$ cat config.mk
export PLATFORM = sky130hd
export DESIGN_NAME = port_sched
export DESIGN_NICKNAME = d
export VERILOG_FILES = /design/src/rtl/port_sched.sv
export SDC_FILE = /design/constraint.sdc
export NUM_CORES = 1
export LEC_CHECK = 0
export ABC_CLOCK_PERIOD_IN_PS = 6250
export CAP_MARGIN = 30
export CORE_MARGIN = 10
export CORE_UTILIZATION = 60
export CTS_BUF_LIST = sky130_fd_sc_hd__clkbuf_4 sky130_fd_sc_hd__clkbuf_8 sky130_fd_sc_hd__clkbuf_16
export DETAILED_ROUTE_END_ITERATION = 10
export PLACE_DENSITY_LB_ADDON = 0.08
export SYNTH_ARGS = -nofsm -noshare
export SYNTH_HDL_FRONTEND = slang
export SYNTH_SLANG_ARGS = --single-unit
$ cat constraint.sdc
create_clock -name clk -period 6.25 [get_ports clk]
set_input_delay 1.25 -clock clk [delete_from_list [all_inputs] [get_ports clk]]
set_output_delay 1.25 -clock clk [all_outputs]
set_load 0.01 [all_outputs]
$ cat src/rtl/port_sched.sv
// port_sched: per-output-port read scheduler, strict priority or WRR across PRI_NUM queues
module port_sched #(
  parameter int PRI_NUM = 8,
  parameter int CRD_W = 4
) (
  input  logic               clk,
  input  logic               rst,
  input  logic               wrr_en,
  input  logic [PRI_NUM-1:0] q_nonempty,
  input  logic               ready,
  input  logic               pkt_done,
  output logic [PRI_NUM-1:0] grant,
  output logic               grant_vld,
  output logic               busy
);
  localparam int PW = (PRI_NUM > 1) ? $clog2(PRI_NUM) : 1;
  localparam logic [1:0] IDLE = 2'd0, GRANT = 2'd1, WAIT_DONE = 2'd2;
  logic [1:0] state;
  logic [PW-1:0] ptr, sp_win, rr_win, idx, win;
  logic [CRD_W-1:0] crd [PRI_NUM];
  logic [PRI_NUM-1:0] crd_nz, elig, cand;
  logic roll, take;
  always_comb begin
    sp_win = '0;
    rr_win = '0;
    idx = '0;
    crd_nz = '0;
    for (int q = 0; q < PRI_NUM; q++) begin
      crd_nz[q] = crd[q] != '0;
      if (q_nonempty[q]) sp_win = PW'(q);
    end
    elig = q_nonempty & crd_nz;
    roll = elig == '0;
    cand = roll ? q_nonempty : elig;
    // scan backwards so the last hit is the first queue after ptr
    for (int k = PRI_NUM; k >= 1; k--) begin
      idx = PW'((int'(ptr) + k) % PRI_NUM);
      if (cand[idx]) rr_win = idx;
    end
    win = wrr_en ? rr_win : sp_win;
    take = state == IDLE && ready && q_nonempty != '0;
  end
  always_ff @(posedge clk or posedge rst) begin
    if (rst) begin
      state <= IDLE;
      grant <= '0;
      grant_vld <= 1'b0;
      busy <= 1'b0;
      ptr <= PW'(PRI_NUM - 1);
      for (int q = 0; q < PRI_NUM; q++) crd[q] <= CRD_W'(q + 1);
    end else begin
      grant_vld <= take;
      if (state == IDLE) begin
        if (!wrr_en) for (int q = 0; q < PRI_NUM; q++) crd[q] <= CRD_W'(q + 1);
        if (take) begin
          state <= GRANT;
          grant <= PRI_NUM'(1) << win;
          busy <= 1'b1;
          if (wrr_en) begin
            ptr <= win;
            if (roll) for (int q = 0; q < PRI_NUM; q++) crd[q] <= (q == int'(win)) ? CRD_W'(q) : CRD_W'(q + 1);
            else crd[win] <= crd[win] - CRD_W'(1);
          end
        end
      end else if (pkt_done) begin
        state <= IDLE;
        grant <= '0;
        busy <= 1'b0;
      end else if (state == GRANT) begin
        state <= WAIT_DONE;
      end
    end
  end
endmodule
==> results.tsv <==
stage	metric	value	unit
global_route	largest net degree at the start of global routing	48	
cts	clk slew on worst S/H paths	90	ps
setup_path	CP arrival	6250	ps
yosys	Mapped Cells	434	
placement	hpwl dp	9.96	mm
yosys	Net Count, Synth	450	
finish	layout cells sized above 1	21.5	%
finish	commonest non-fill, non-tap cells in the layout	46 x nor2_1, 45 x nand2_1, 40 x o21ai_0	
sta	Final Cycle Share	97.0	%
finish	fin util	73.8	%
yosys	Post-synth EDFFs	0	
finish	fillers	444	
sta	fmax	0.165	GHz
floorplan	Initial Util	62.9	%
yosys	FF+latch count, synth	47	
sta	final hold violations	0	
placement	DP Worst Slack	-132	ps
floorplan	DIE HEIGHT	99.2	µm
cts	CTS sink cnt	47	
global_route	first-pass GRT wire length	20.3	mm
global_route	number of global-route vias before repair	3686	
finish	multi-input logic area	2420	µm²
detailed_routing	Final ANT Viol Nets	0	
cts	# H-tree levels	2	
setup_path	startpoint types	input pin	
global_route	aggregate global-route resource usage	25.2	%
placement	routability cong.	1.03	
placement	placed cell count	548	
placement	placed cell areas	4280	µm²
yosys	Syn Std Cell Area	3770	µm²
yosys	Yosys warnings	0	
job	maxcap violations	0	
sta	final setup margin	186	ps
detailed_routing	Via density	7.33	
detailed_routing	vias after detailed routing	4090	
detailed_routing	Iter 0 DRT Violations	672	
yosys	sequential share of the synthesized area	31.8	%
floorplan	CORE AREA	5990	µm²
worst_hold_path	HP Class	flip-flop to flip-flop	
floorplan	die area	9850	µm²
setup_path	Required @ worst endpoint	6440	ps
sta	Setup violations, final	0	
global_route	initial antenna violation count	0	
cts	Clock Latency Late Sink	310	ps
finish	final layout net count	498	
sta	Worst Skew	10.2	ps
cts	hold bufs inserted after CTS	0	
detailed_routing	routed len/inst	23.3	µm
finish	design area	4420	µm²
global_route	GRT overflow	0	
yosys	prevailing post-synth register cell	dfrtp_1	
setup_path	critical path class	input pin to flip-flop	
yosys	syn avg cell area	8.68	µm²
finish	ANT cells	0	
cts	Bufs on Longest Clock Path	2	
detailed_routing	DRC viols	0	
setup_path	CP Capture Type	flip-flop	
outcome	status	completed	
setup_path	CP Max Fanout	9	
detailed_routing	routed wire length	13.0	mm
floorplan	# rows	28	
finish	Layout area overhead	17.3	%
yosys	Unique masters post-synth	73	
cts	cts bufs inserted	5	
floorplan	io pins	23	
yosys	Synth async-reset ratio	100	%
sta	RSZ-0062 raised after global routing	no	
sta	min Tclk post-route	6060	ps
sta	fin. max-slew vios	0	
floorplan	Die Wd	99.2	µm
cts	CTS tree	built	
placement	IO Port Bufs	22	
cts	CTS root buf	clkbuf_8	
finish	non-filler instance count after layout	558	
sta	Rel. slew slack	39.9	%
detailed_routing	DRT Pass-1 Iters	6	
finish	register area	1200	µm²
sta	worst-margin pin slew	898	ps
finish	commonest non-fill, non-tap cell in the layout	nor2_1	
==> state kept, by name, indices dropped and copies added, names as in the netlist <==
register,cells
busy,1
grant_vld,1
grant,8
ptr,3
crd,32
state,2
==> through the flow <==
step,hold WS [ps],TNS (ps)
after floorplan,453,0
after global placement,461,-106
after detailed placement,486,-293
after CTS,507,0
after global routing,515,0
final,499,0
==> cells by family after synthesis <==
logic type / Yosys count / synth area share (%)
compound gates: 157 / 31.9
xor+xnor: 5 / 1.66
fa+ha+maj: 3 / 0.997
buf+inv: 38 / 3.99
flops: 47 / 31.8
mux: 20 / 8.34
simple gates: 164 / 21.4
==> layer usage <==
layer,share of wire [%],GRT usage (%),vias up
met5,0,0,-
met3,15,9.83,52
li1,-,-,1774
met1,40,34.9,1931
met2,42,35.8,333
met4,2.8,5.84,0
==> cell type report <==
type,instances,area share (%)
Clock buffer,5,1.56
Clock inverter,3,0.991
Inverter,17,1.44
Multi-Input combinational cell,349,54.8
Sequential cell,47,27.1
Tap cell,75,2.12
Timing Repair Buffer,62,12.1
==> Yosys cell counts (5+ instances only) <==
cell / n / share of area (%)
and3_1: 5 / 0.83
nor3_1: 14 / 1.9
o21ai_0: 41 / 5.4
and2_1: 6 / 1.0
clkbuf_1: 16 / 1.6
nand3_1: 13 / 1.7
nor2_1: 46 / 4.6
nand4_1: 13 / 2.2
dfrtp_1: 31 / 21
o211ai_1: 10 / 2.0
a32o_1: 6 / 1.6
nor4_1: 5 / 0.83
inv_1: 16 / 1.6
o21a_1: 10 / 2.0
a22oi_1: 5 / 1.0
a31oi_1: 7 / 1.2
dfstp_2: 16 / 11
mux2i_1: 7 / 1.9
nand2_1: 45 / 4.5
a22o_1: 12 / 2.8
o41ai_2: 7 / 3.0
mux4_2: 8 / 4.8
a21oi_1: 17 / 2.3
==> final timing paths <==
path | from | end | slack (ps) | cells past startpoint
max | q_nonempty[6] | crd[2] | 190 | 18
min | grant[0] | grant[0] | 500 | 2
max reg2reg | ptr[1] | crd[2] | 540 | 18
min reg2reg | grant[0] | grant[0] | 500 | 2
max in group asynchronous | rst | ptr[1] | 4650 | 3
min in group asynchronous | rst | crd[15] | 1120 | 2
==> worst max-delay path: stages <==
cell and delay (ps):
clkdlybuf4s50_1 540, o41ai_2 180, nand4_1 280, o21ai_0 360, mux2_2 410, and2_1 170, a2111oi_0 490, or3b_1 430
nand4b_1 120, a32o_1 420, inv_1 250, a221o_1 320, nand2_1 90, and2_1 130, ha_1 200, xor2_1 340
buf_4 180, o211ai_1 80
==> repair_timing <==
item / 4_1_cts / 5_1_grt
gates resized for setup: 0 / 1
setup endpoints to repair: 0 / 10
setup buffers: 0 / 1
Power is left out: the tool's default activity adds up to more than one toggle a clock period on the data nets, which glitch-free logic cannot reach.
